### src/rtl/mem_seq_pkg.sv
// mem_seq_pkg: shared types and default widths for the memory request sequencer.
package mem_seq_pkg;
    localparam int MEM_WIDTH = 32;
    localparam int MEM_ADDRESS = 4;
    typedef struct packed {
        logic                   write;
        logic [MEM_ADDRESS-1:0] address;
        logic [MEM_WIDTH-1:0]   data;
    } req_t;
    typedef struct packed {
        logic [MEM_ADDRESS-1:0] address;
        logic [MEM_WIDTH-1:0]   data;
    } rsp_t;
endpackage

### src/rtl/mem_req_sequencer_fifo.sv
// sync_fifo: synchronous FIFO with registered occupancy count.
// Ports: clk/rst (sync, active-high), push/din, pop/dout (head, show-ahead),
// full/empty/count. Push while full and pop while empty are ignored.
module sync_fifo #(
    parameter int W = 8,
    parameter int D = 4
) (
    input  logic                   clk,
    input  logic                   rst,
    input  logic                   push,
    input  logic                   pop,
    input  logic [W-1:0]           din,
    output logic [W-1:0]           dout,
    output logic                   full,
    output logic                   empty,
    output logic [$clog2(D+1)-1:0] count
);
    localparam int AW = D > 1 ? $clog2(D) : 1;
    localparam int CW = $clog2(D + 1);
    logic [W-1:0]  mem [D];
    logic [AW-1:0] wp;
    logic [AW-1:0] rp;
    logic          do_push;
    logic          do_pop;
    assign full = count == CW'(D);
    assign empty = count == '0;
    assign do_push = push && !full;
    assign do_pop = pop && !empty;
    assign dout = mem[rp];
    always_ff @(posedge clk) begin
        if (do_push)
            mem[wp] <= din;
    end
    always_ff @(posedge clk) begin
        if (rst) begin
            wp <= '0;
            rp <= '0;
            count <= '0;
        end else begin
            if (do_push)
                wp <= wp == AW'(D - 1) ? '0 : wp + 1'b1;
            if (do_pop)
                rp <= rp == AW'(D - 1) ? '0 : rp + 1'b1;
            count <= count + CW'(do_push) - CW'(do_pop);
        end
    end
endmodule

### src/rtl/mem_req_sequencer.sv
// mem_req_sequencer: buffers client read/write requests and issues them in order
// to a single-port memory, returning read data tagged with its address.
// Ports: req_* client request handshake; in_data/address/wr_en/rd_en registered
// memory command; out_data/valid_out memory read return; rsp_* response
// handshake; idle when nothing is queued, in flight or buffered;
// err_unexpected sticky flag for read data arriving with no read pending.
module mem_req_sequencer
    import mem_seq_pkg::*;
#(
    parameter int WIDTH = MEM_WIDTH,
    parameter int DEPTH = 16,
    parameter int ADDRESS = $clog2(DEPTH),
    parameter int REQ_DEPTH = 4,
    parameter int RSP_CREDITS = 2
) (
    input  logic               clk,
    input  logic               rst,
    input  logic               req_valid,
    output logic               req_ready,
    input  logic               req_write,
    input  logic [ADDRESS-1:0] req_address,
    input  logic [WIDTH-1:0]   req_data,
    output logic [WIDTH-1:0]   in_data,
    output logic [ADDRESS-1:0] address,
    output logic               wr_en,
    output logic               rd_en,
    input  logic [WIDTH-1:0]   out_data,
    input  logic               valid_out,
    output logic               rsp_valid,
    input  logic               rsp_ready,
    output logic [WIDTH-1:0]   rsp_data,
    output logic [ADDRESS-1:0] rsp_address,
    output logic               idle,
    output logic               err_unexpected
);
    localparam int RW = 1 + ADDRESS + WIDTH;
    localparam int PW = ADDRESS + WIDTH;
    localparam int CW = $clog2(RSP_CREDITS + 1);
    logic [RW-1:0]                    req_dout;
    logic                             req_full;
    logic                             req_empty;
    logic [$clog2(REQ_DEPTH+1)-1:0]   req_cnt;
    logic [ADDRESS-1:0]               pend_dout;
    logic                             pend_full;
    logic                             pend_empty;
    logic [$clog2(RSP_CREDITS+1)-1:0] pend_cnt;
    logic [PW-1:0]                    rsp_dout;
    logic                             rsp_full;
    logic                             rsp_empty;
    logic [$clog2(RSP_CREDITS+1)-1:0] rsp_cnt;
    logic                             h_write;
    logic [ADDRESS-1:0]               h_address;
    logic [WIDTH-1:0]                 h_data;
    logic                             rsp_pop;
    logic                             issue;
    logic                             issue_rd;
    logic [CW-1:0]                    credits;
    logic                             cap_valid;
    logic [WIDTH-1:0]                 cap_data;
    logic                             after_rst;
    assign req_ready = !req_full;
    assign h_write = req_dout[RW-1];
    assign h_address = req_dout[RW-2 -: ADDRESS];
    assign h_data = req_dout[WIDTH-1:0];
    assign rsp_valid = !rsp_empty;
    assign rsp_pop = rsp_valid && rsp_ready;
    // A credit returned by a response pop on this edge can be spent by a read
    // issuing on the same edge.
    assign issue = !req_empty && (h_write || credits != '0 || rsp_pop);
    assign issue_rd = issue && !h_write;
    assign rsp_address = rsp_valid ? rsp_dout[PW-1 -: ADDRESS] : '0;
    assign rsp_data = rsp_valid ? rsp_dout[WIDTH-1:0] : '0;
    assign idle = req_cnt == '0 && pend_cnt == '0 && rsp_cnt == '0;
    sync_fifo #(.W(RW), .D(REQ_DEPTH)) u_req_fifo (
        .clk   (clk),
        .rst   (rst),
        .push  (req_valid && req_ready),
        .pop   (issue),
        .din   ({req_write, req_address, req_data}),
        .dout  (req_dout),
        .full  (req_full),
        .empty (req_empty),
        .count (req_cnt)
    );
    sync_fifo #(.W(ADDRESS), .D(RSP_CREDITS)) u_pend_fifo (
        .clk   (clk),
        .rst   (rst),
        .push  (issue_rd && !pend_full),
        .pop   (cap_valid),
        .din   (h_address),
        .dout  (pend_dout),
        .full  (pend_full),
        .empty (pend_empty),
        .count (pend_cnt)
    );
    sync_fifo #(.W(PW), .D(RSP_CREDITS)) u_rsp_fifo (
        .clk   (clk),
        .rst   (rst),
        .push  (cap_valid && !pend_empty && !rsp_full),
        .pop   (rsp_pop),
        .din   ({pend_dout, cap_data}),
        .dout  (rsp_dout),
        .full  (rsp_full),
        .empty (rsp_empty),
        .count (rsp_cnt)
    );
    // Read data is registered before it meets the pending FIFO; after_rst masks
    // the return of a read that was issued just before reset.
    always_ff @(posedge clk) begin
        if (rst) begin
            wr_en <= 1'b0;
            rd_en <= 1'b0;
            in_data <= '0;
            address <= '0;
            credits <= CW'(RSP_CREDITS);
            cap_valid <= 1'b0;
            cap_data <= '0;
            after_rst <= 1'b1;
            err_unexpected <= 1'b0;
        end else begin
            wr_en <= issue && h_write;
            rd_en <= issue_rd;
            if (issue)
                address <= h_address;
            if (issue && h_write)
                in_data <= h_data;
            credits <= credits - CW'(issue_rd) + CW'(rsp_pop);
            cap_valid <= valid_out && !after_rst;
            cap_data <= out_data;
            after_rst <= 1'b0;
            if (cap_valid && pend_empty)
                err_unexpected <= 1'b1;
        end
    end
endmodule

### config.mk
export PLATFORM = sky130hd
export DESIGN_NAME = mem_req_sequencer
export DESIGN_NICKNAME = d
export VERILOG_FILES = /design/src/rtl/mem_seq_pkg.sv /design/src/rtl/mem_req_sequencer_fifo.sv /design/src/rtl/mem_req_sequencer.sv
export SDC_FILE = /design/constraint.sdc
export NUM_CORES = 1
export LEC_CHECK = 0
export BUFFER_PORTS_ARGS = -buffer_cell sky130_fd_sc_hd__buf_2
export CAP_MARGIN = 20
export CORE_UTILIZATION = 40
export CTS_CLUSTER_DIAMETER = 30
export DETAILED_ROUTE_END_ITERATION = 6
export SYNTH_ARGS = -nofsm -noshare
export SYNTH_HDL_FRONTEND = slang
export SYNTH_HIERARCHICAL = 1
export SYNTH_SLANG_ARGS = --single-unit
### constraint.sdc
create_clock -name clk -period 6.24 [get_ports clk]
set_clock_uncertainty 0.05 [all_clocks]
set_input_delay 0.936 -clock clk [delete_from_list [all_inputs] [get_ports clk]]
set_output_delay 0.936 -clock clk [all_outputs]
set_load 0.02 [all_outputs]
==> flow_summary.json, run 1 <==
{
  "outcome": "completed",
  "crit_path_start": "u_rsp_fifo/count[1]",
  "timing.final.crit_share_pct": 58.6,
  "layout-drive-gt1-share_pct": 36.9,
  "die_y_um": 175,
  "clock_latency_ns": 0.56,
  "setup.worst_path.start_class": "register",
  "avgSynthCellArea_um2": 16.3,
  "grt_pass1_vias": 6788,
  "tritoncts.num_buffers": 66,
  "dp_hpwl_mm": 12.9,
  "reg2reg_from": "u_rsp_fifo/count[1]",
  "synth_edf_count": 228,
  "fp-row-count": 63,
  "groute.usage.overall_pct": 15.3,
  "core_um2": 29600,
  "tightest_slew_ns": 1.06,
  "synth-simple-area-share_pct": 9.27,
  "synthAdderAreaFrac_pct": 1.52,
  "path_clk_slew_ns": 0.05,
  "synthTopCellsByArea": "edfxtp_1, dfxtp_1, mux4_2, nor2b_1, mux2_2",
  "hold_buffers": 0,
  "synth_nets": 825,
  "antenna_found_initial": 4,
  "area_growth_pct": 27.4,
  "ff2ff_setup_slack_ns": 2.58,
  "synth_compound_area_share_pct": 2.53,
  "netlist_area_um2": 12000,
  "place_area_um2": 13100,
  "ctsRootBufferMaster": "clkbuf_16",
  "synth_mux_area_share_pct": 10.8,
  "routabilityCongestion": 0.728,
  "post_cts_buffers": 0,
  "rsz0062_at_grt": "no",
  "ant_nets": 0,
  "min_period_ns": 3.66,
  "power_mw": 7.30,
  "hold_violations": 0,
  "route.vias.total": 6542,
  "slew_violations": 0,
  "finalNonFillerCells": 1370,
  "reg2reg_depth": 14,
  "whs_endpoint": "cap_valid",
  "dieArea_um2": 30700,
  "dieWidth_um": 175,
  "critPathMaxStageDelay_ns": 0.74,
  "worstPathCellList": "nor2_4 > nand2b_1 > inv_2 > nor3_4 > a21oi_1 > o31ai_1 > inv_1 > ha_1 > inv_1 > ha_1 > fa_1 > xnor2_1 > xnor2_1 > nor2_1",
  "fin_nets": 1013,
  "synthCells": 737,
  "end_kind": "register",
  "synth.distinct_cells": 43,
  "drv_cap": 0,
  "peakVddDrop_uv": 274,
  "setup_viol": 0,
  "stdcell_area_um2": 15300,
  "synthXorXnorAreaFrac_pct": 0.584,
  "portBuffers": 151,
  "dr.pass1.iters": 5,
  "globalRouteOverflowTotal": 0,
  "synth_top_family_by_area": "multiplexers",
  "tns_ns": 0,
  "max_freq_mhz": 273,
  "drc_errors": 0,
  "reg2reg_to": "u_req_fifo/count[2]",
  "path_class": "register to register",
  "hp-start": "after_rst",
  "via_per_inst": 4.78,
  "ys.flop_type": "edfxtp_1",
  "ys_warn_count": 6,
  "place_inst": 1247,
  "final_cell_mix": "edfxtp_1, buf_2, dfxtp_1",
  "netlist.area_leader.share_pct": 57.1,
  "grt_max_degree": 59,
  "synth_top_cell_by_area": "edfxtp_1",
  "clock-sinks": 322,
  "post_cts_resized": 0,
  "wl_mm": 23.0,
  "relSlewSlack_pct": 29.5,
  "grt_pass1_wl_mm": 36.0,
  "synthArstFlopShare_pct": 0,
  "wl_per_cell_um": 16.8,
  "hold_depth": 1,
  "cellLeakagePower_nw": 5.69,
  "initial_utilization_pct": 40.6,
  "htreeDepth": 3,
  "cp_slowest_cell": "nor2_4",
  "critPathMaxFanout": 38,
  "ys_seq_elements": 322,
  "min_path_type": "register to register",
  "cp.required_ns": 6.60,
  "cts_tree": "done",
  "final_common_cell": "edfxtp_1",
  "io_pins": 152,
  "cts_buffer_depth": 3,
  "drt_iter0_drc": 333,
  "p_per_area_nw_per_um2": 478,
  "worstPathArrival_ns": 4.02,
  "ys_seq_area_share_pct": 72.8
}
-- power by group --
group / internal [mW] / switching (mW) / total [mW]
registers: 2.61 / 0.129 / 2.74
clock network: 2.16 / 1.17 / 3.33
logic: 0.511 / 0.722 / 1.23
-- kinds of logic after synthesis --
group           Yosys count
flops                   322
xor+xnor                  8
mux                      78
simple gates            204
compound gates           53
fa+ha+maj                14
buf+inv                  58
-- sequential cells by signal (all words and copies together) (netlist names), 2 cells and up, named ones only --
register / cells
u_req_fifo/wp: 2
u_rsp_fifo/count: 2
in_data: 32
credits: 2
u_req_fifo/rp: 2
u_pend_fifo/count: 2
address: 4
cap_data: 32
u_req_fifo/mem: 148
u_rsp_fifo/mem: 72
u_pend_fifo/mem: 8
u_req_fifo/count: 3
-- area by class of cell --
class,count,area (µm²)
Clock buffer,79,1740
Antenna cell,2,5.00
Multi-Input combinational cell,357,2980
Tap cell,390,488
Fill cell,2452,14300
Sequential cell,322,8730
Clock inverter,42,455
Inverter,22,82.6
Timing Repair Buffer,156,796
-- stage by stage --
step	hold slack (ns)	utilization, %	setup slack (ns)
floorplan	0.323	-	3.22
global placement	0.327	44.2	2.65
detailed placement	0.339	44.2	2.56
CTS	0.344	51.7	2.53
global route	0.376	51.7	2.32
finish	0.339	51.7	2.58
-- layer usage --
metal	global-route usage, %	routed length, µm	vias up	part of all wire, %
met5	0	18	-	0.078
met4	6.34	606	4	2.6
met3	4.87	1620	56	7.1
met2	25.0	10900	211	48
met1	18.6	9780	3165	43
li1	-	-	3106	-
-- worst max-delay path: cells and delay by family, from the launching register on --
kind,cells,cell delay (ns)
and+or+nand+nor,4,1.41
adders and majority gates,3,0.86
DFF,1,0.38
xor gates and xnor gates,2,0.31
AOI/OAI and AO/OA,2,0.27
buffers and inverters,3,0.22
-- Yosys cell counts (11+ instances only) --
master,number
mux2_2,40
ha_1,13
buf_4,11
dfxtp_1,94
nor2_1,14
nand2_1,67
a21oi_1,38
nor2b_1,75
mux4_2,37
edfxtp_1,228
inv_1,19
-- how the worst max path moves through the flow --
stage / to / slack [ns] / cells after the start
finish: u_req_fifo/count[2] / 2.58 / 14
global route: u_req_fifo/count[2] / 2.32 / 14
CTS: u_req_fifo/count[2] / 2.53 / 14
detailed placement: u_req_fifo/count[2] / 2.56 / 14
global placement: u_req_fifo/count[2] / 2.65 / 14
floorplan: u_req_fifo/count[2] / 3.22 / 13
Power figures use the tool's default switching activity.
==> inputs of run 2 (changes only) <==
- ABC_AREA: default -> 1
- clock period: 6.24 -> 3.15 ns (I/O delays scaled with it)
==> run 2 against run 1 <==
Compared with the run above: synthesized cell count rose by 38%; worst hold slack got worse by 0.26 ns; clock power rose by 120%; flip-flop and latch count did not move; combinational power rose by 120%; first-iteration DRC count rose by 39%; critical path depth did not move; global-route usage rose by 0.74 points; worst setup slack got worse by 2.1 ns; largest power group unchanged.
==> flow_summary.json, run 2 <==
{
  "netlist.area_leader.share_pct": 54.9,
  "reg2reg_depth": 14,
  "route.vias.total": 7775,
  "cts_tree": "done",
  "setup_viol": 0,
  "portBuffers": 151,
  "worstPathCellList": "o21ai_0 > o22ai_1 > inv_2 > nand3_4 > nand2_2 > nor3_1 > nand2_1 > ha_1 > inv_1 > ha_1 > inv_1 > nand2_1 > a21oi_1 > nor2_1",
  "synth_common_cells": "edfxtp_1, nor2_1, inv_1",
  "wl_per_cell_um": 15.2,
  "min_period_ns": 2.67,
  "netlist_area_um2": 12500,
  "synth_edf_count": 228,
  "final_cell_mix": "edfxtp_1, nor2_1, buf_2",
  "synth.distinct_cells": 32,
  "reg2reg_to": "u_pend_fifo/count[1]",
  "ys_warn_count": 6,
  "hp-start": "out_data[19]",
  "netSwitchingFraction_pct": 28.1,
  "synthArstFlopShare_pct": 0,
  "p_comb_share_pct": 17.3,
  "timing.final.crit_share_pct": 84.7,
  "intPower_mw": 11.2,
  "groute.usage.overall_pct": 16.0,
  "seqPwrFrac_pct": 34.8,
  "end_kind": "register",
  "ys.flop_type": "edfxtp_1",
  "drv_cap": 0,
  "layout-drive-gt1-share_pct": 29.4,
  "ctsRootBufferMaster": "clkbuf_16",
  "relSlewSlack_pct": 46.5,
  "worstPathArrival_ns": 3.04,
  "avgSynthCellArea_um2": 12.3,
  "cp_slowest_cell": "dfxtp_2",
  "synthTopCellsByArea": "edfxtp_1, dfxtp_1, nor2_1, inv_1, mux2_4",
  "setup.worst_path.start_class": "register",
  "dp_hpwl_mm": 14.3,
  "die_y_um": 179,
  "peakVddDrop_uv": 489,
  "htreeDepth": 3,
  "ant_nets": 0,
  "io_pins": 152,
  "via_per_inst": 4.68,
  "clock_latency_ns": 0.55,
  "dp_slack_ns": 0.496,
  "grt_pass1_wl_mm": 39.1,
  "core_um2": 30700,
  "drc_errors": 0,
  "tns_ns": 0,
  "wl_mm": 25.2,
  "grt_max_degree": 73,
  "dieArea_um2": 31900,
  "switchingPower_mw": 4.38,
  "ys_seq_area_share_pct": 70.0,
  "dieWidth_um": 179,
  "antenna_found_initial": 4,
  "hold_buffers": 0,
  "area_growth_pct": 28.3,
  "outcome": "completed",
  "largest_register_ffs": 148,
  "synth_nets": 1103,
  "whs_endpoint": "cap_data[19]",
  "final_common_cell": "edfxtp_1",
  "fp-row-count": 64,
  "clock-sinks": 322,
  "p_per_area_nw_per_um2": 972,
  "setup_slack_ns": 0.483,
  "power_mw": 15.6,
  "fin_nets": 1294,
  "max_freq_mhz": 375,
  "largest_register": "u_req_fifo/mem",
  "post_cts_buffers": 0,
  "rsz0062_at_grt": "no",
  "routabilityCongestion": 0.727,
  "synth_top_cell_by_area": "edfxtp_1",
  "cp_num_buf_inv": 3,
  "post_cts_resized": 0,
  "synth.most_common_cell": "edfxtp_1",
  "synthCells": 1015,
  "cp.required_ns": 3.52,
  "tritoncts.num_buffers": 70,
  "ys_seq_elements": 322,
  "worst_path_dominant_cell_family": "simple AND/OR/NAND/NOR gates",
  "initial_utilization_pct": 40.7,
  "top_regs": "u_req_fifo/mem x148, u_rsp_fifo/mem x72",
  "ff2ff_setup_slack_ns": 0.48,
  "path_clk_slew_ns": 0.04,
  "path_class": "register to register",
  "hold_depth": 3,
  "grt_pass1_vias": 7604,
  "hold_violations": 0,
  "min_path_type": "input port to register",
  "critPathMaxStageDelay_ns": 0.36,
  "tightest_slew_ns": 0.802,
  "globalRouteOverflowTotal": 0,
  "dr.pass1.iters": 5,
  "clkPwrFrac_pct": 47.9,
  "slew_violations": 0,
  "cellLeakagePower_nw": 6.64,
  "critPathMaxFanout": 9,
  "drt_iter0_drc": 462,
  "cts_buffer_depth": 3
}
[run 2: cell types whose count changed after synthesis, moves of 30 or more]
cell,change
nor2b_1,-75
inv_1,+101
nor2_2,+31
mux4_2,-37
nor2_1,+203
o21ai_1,+39
mux2_4,+30
o22ai_1,+37
nand2_1,-33
mux2_2,-30
o21ai_0,+65
[run 2: tightest hold or removal path: stages]
cell and delay [ns]:
buf_2 0.08, inv_1 0.03, nor2_1 0.06
[run 2: area by class of cell]
class | count | area (µm²)
Antenna cell | 4 | 10.0
Clock buffer | 88 | 1920
Clock inverter | 39 | 542
Fill cell | 2663 | 14700
Inverter | 126 | 475
Multi-Input combinational cell | 522 | 2950
Sequential cell | 322 | 8730
Tap cell | 396 | 495
Timing Repair Buffer | 164 | 878
[run 2: worst max path at each step]
stage,to,slack (ns),depth (start not counted)
2_1_floorplan,u_req_fifo/mem[0][0],0.12,6
6_report,u_pend_fifo/count[1],0.48,14
3_5_place_dp,u_pend_fifo/count[1],0.50,14
5_1_grt,u_req_fifo/count[1],0.26,14
4_1_cts,u_pend_fifo/count[1],0.48,14
3_3_place_gp,u_pend_fifo/count[1],0.59,14
[run 2: metrics by stage]
stage / area [µm²] / std cells / util [%] / hold WS, ns
finish: 16000 / 1661 / 52.2 / 0.0838
global route: 16000 / 1657 / 52.1 / 0.0733
CTS: 16000 / 1657 / 52.1 / 0.0652
detailed placement: 13500 / 1530 / 44.1 / 0.334
global placement: 13500 / 1530 / 44.1 / 0.336
floorplan: 12500 / 1015 / - / 0.317
[run 2: metal layers]
| metal | global-route usage, % | vias up | share of wire (%) |
|---|---|---|---|
| met5 | 0 | - | 0.095 |
| met4 | 5.83 | 4 | 1.8 |
| met3 | 5.14 | 48 | 7.1 |
| met2 | 26.3 | 235 | 47 |
| met1 | 19.6 | 3649 | 44 |
| li1 | - | 3839 | - |
[run 2: kinds of logic after synthesis]
logic type / Yosys count / synth area share [%]
flip-flops: 322 / 70.0
multiplexers: 40 / 4.51
AO/OA/AOI/OAI: 157 / 6.67
adder cells (fa/ha/maj): 14 / 1.46
buffers and inverters: 171 / 6.71
XOR/XNOR: 1 / 0.0702
AND/OR/NAND/NOR: 310 / 10.6
[run 2: power groups by stage]
stage | combinational [mW] | sequential, mW | clock, mW
floorplan | 1.85 | 5.64 | 0
global placement | 2.67 | 5.48 | 0
detailed placement | 2.72 | 5.48 | 0
CTS | 2.74 | 5.42 | 7.59
global route | 3.02 | 5.47 | 7.81
finish | 2.70 | 5.41 | 7.45
==> inputs of run 3 (changes only) <==
- clock period: 3.15 -> 2.5 ns (I/O delays scaled with it)
==> run 3 against run 2 <==
Compared with the run above: core utilization rose by 1.8 points; total power increased by 20%; critical path depth did not move; die area is the same; first-iteration DRC count decreased by 22%; sequential power increased by 26%; combinational power grew 38%; clock power grew 9.1%; cell count up 4.0%; fmax up 16%; count of clock-buffer cells in the layout shrank 16; largest power group unchanged.
==> flow_summary.json, run 3 (synthesis gave the netlist of run 2 again) <==
{
  "reg2reg_depth": 14,
  "worstPathArrival_ns": 2.75,
  "clock-sinks": 322,
  "wl_mm": 26.1,
  "netSwitchingFraction_pct": 30.2,
  "hold_depth": 3,
  "cp.required_ns": 2.94,
  "stdcell_area_um2": 16500,
  "fp-row-count": 64,
  "dieWidth_um": 179,
  "drv_cap": 0,
  "critPathMaxFanout": 5,
  "max_freq_mhz": 434,
  "min_path_type": "input port to register",
  "wl_per_cell_um": 15.1,
  "core_um2": 30700,
  "setup_slack_ns": 0.193,
  "initial_utilization_pct": 40.7,
  "final_cell_mix": "edfxtp_1, nor2_1, buf_2",
  "dieArea_um2": 31900,
  "relSlewSlack_pct": 51.9,
  "outcome": "completed",
  "p_comb_share_pct": 20.0,
  "portBuffers": 151,
  "path_clk_slew_ns": 0.05,
  "tns_ns": 0,
  "ff2ff_setup_slack_ns": 0.19,
  "fillers": 2586,
  "ant_nets": 0,
  "min_period_ns": 2.31,
  "dr.pass1.iters": 4,
  "cellLeakagePower_nw": 6.82,
  "hold_violations": 0,
  "cts_tree": "done",
  "groute.usage.overall_pct": 16.6,
  "clkPwrFrac_pct": 43.6,
  "drt_iter0_drc": 359,
  "peakVddDrop_uv": 679,
  "dp_slack_ns": 0.165,
  "switchingPower_mw": 5.64,
  "reg2reg_from": "u_req_fifo/mem[2][36]",
  "tritoncts.num_buffers": 61,
  "antenna_found_initial": 1,
  "reg2reg_to": "u_req_fifo/count[1]",
  "largest_register_ffs": 148,
  "hp-start": "valid_out",
  "top_regs": "u_req_fifo/mem x148, u_rsp_fifo/mem x72",
  "utilization_pct": 53.9,
  "via_per_inst": 4.63,
  "place_area_um2": 13700,
  "routabilityCongestion": 0.722,
  "tightest_slew_ns": 0.720,
  "htreeDepth": 2,
  "grt_max_degree": 39,
  "cts_buffer_depth": 3,
  "timing.final.crit_share_pct": 92.3,
  "dp_hpwl_mm": 14.6,
  "grt_pass1_vias": 8087,
  "die_y_um": 179,
  "slew_violations": 0,
  "io_pins": 152,
  "layout-drive-gt1-share_pct": 29.1,
  "grt_pass1_wl_mm": 41.3,
  "setup.worst_path.start_class": "register",
  "seqPwrFrac_pct": 36.5,
  "area_growth_pct": 32.6,
  "post_cts_buffers": 0,
  "end_kind": "register",
  "intPower_mw": 13.0,
  "setup_viol": 0,
  "drc_errors": 0,
  "whs_endpoint": "cap_valid",
  "route.vias.total": 8002,
  "rsz0062_at_grt": "no",
  "path_class": "register to register",
  "clock_latency_ns": 0.59,
  "p_per_area_nw_per_um2": 1130,
  "final_common_cell": "edfxtp_1",
  "fin_nets": 1366,
  "largest_register": "u_req_fifo/mem",
  "globalRouteOverflowTotal": 0,
  "ctsRootBufferMaster": "clkbuf_16"
}
==> run 3: power groups by stage <==
| stage | sequential [mW] | clock [mW] | combinational [mW] |
|---|---|---|---|
| final | 6.80 | 8.13 | 3.73 |
| after global routing | 6.88 | 8.53 | 4.17 |
| after CTS | 6.81 | 8.27 | 3.79 |
| after detailed placement | 6.90 | 0 | 3.67 |
| after global placement | 6.89 | 0 | 3.63 |
| after floorplan | 7.11 | 0 | 2.42 |
==> run 3: how the worst max path moves through the flow <==
stage	to	start	slack, ns
after floorplan	u_req_fifo/mem[0][0]	u_req_fifo/count[1]	-0.53
after global placement	u_req_fifo/count[1]	u_req_fifo/mem[2][36]	0.23
after detailed placement	u_req_fifo/count[1]	u_req_fifo/mem[2][36]	0.16
after CTS	u_req_fifo/count[1]	u_req_fifo/mem[2][36]	0.16
after global routing	u_req_fifo/count[1]	u_req_fifo/mem[2][36]	0.03
final	u_req_fifo/count[1]	u_req_fifo/mem[2][36]	0.19
==> run 3: critical path, stage by stage, from the launching register on <==
cell and delay [ns]:
edfxtp_1 0.35, o21ai_1 0.23, o22ai_4 0.12, inv_2 0.08, nand3_4 0.08, nand2_4 0.12, inv_4 0.05, inv_2 0.04
nor2_1 0.04, ha_1 0.27, inv_1 0.04, ha_2 0.17, fa_2 0.52, inv_1 0.04, nor2_1 0.07
==> run 3: layout make-up <==
| type | instances | area, µm² | area share [%] |
|---|---|---|---|
| clock inverters | 43 | 508 | 3.07 |
| diodes | 1 | 2.50 | 0.0151 |
| inverters | 126 | 478 | 2.89 |
| repair buffers | 245 | 1720 | 10.4 |
| multi-input cells | 522 | 3010 | 18.2 |
| well taps | 396 | 495 | 2.99 |
| clock buffers | 72 | 1600 | 9.66 |
| flip-flops and latches | 322 | 8730 | 52.8 |
==> run 3: routing by layer <==
layer  track usage (%)  share of wire, %  routed length (µm)
met5                 0                 0                   0
met4              6.00               2.1                 550
met3              4.52               6.5                1710
met2              28.2                48               12500
met1              20.3                43               11400
==> run 3: timing repair <==
item                                    CTS  global route
hold buffers                             70             0
endpoints found under the setup margin    0             1
endpoints found under the hold margin   181             0
resized for setup                         0             1
==> run 3: stage by stage <==
step                      hold WS [ns]  cells  total power [mW]
final                           0.0212   1727              18.7
after global routing            0.0128   1727              19.6
after CTS                       0.0103   1726              18.9
after detailed placement         0.337   1541              10.6
after global placement           0.339   1541              10.5
after floorplan                  0.317   1015              9.52
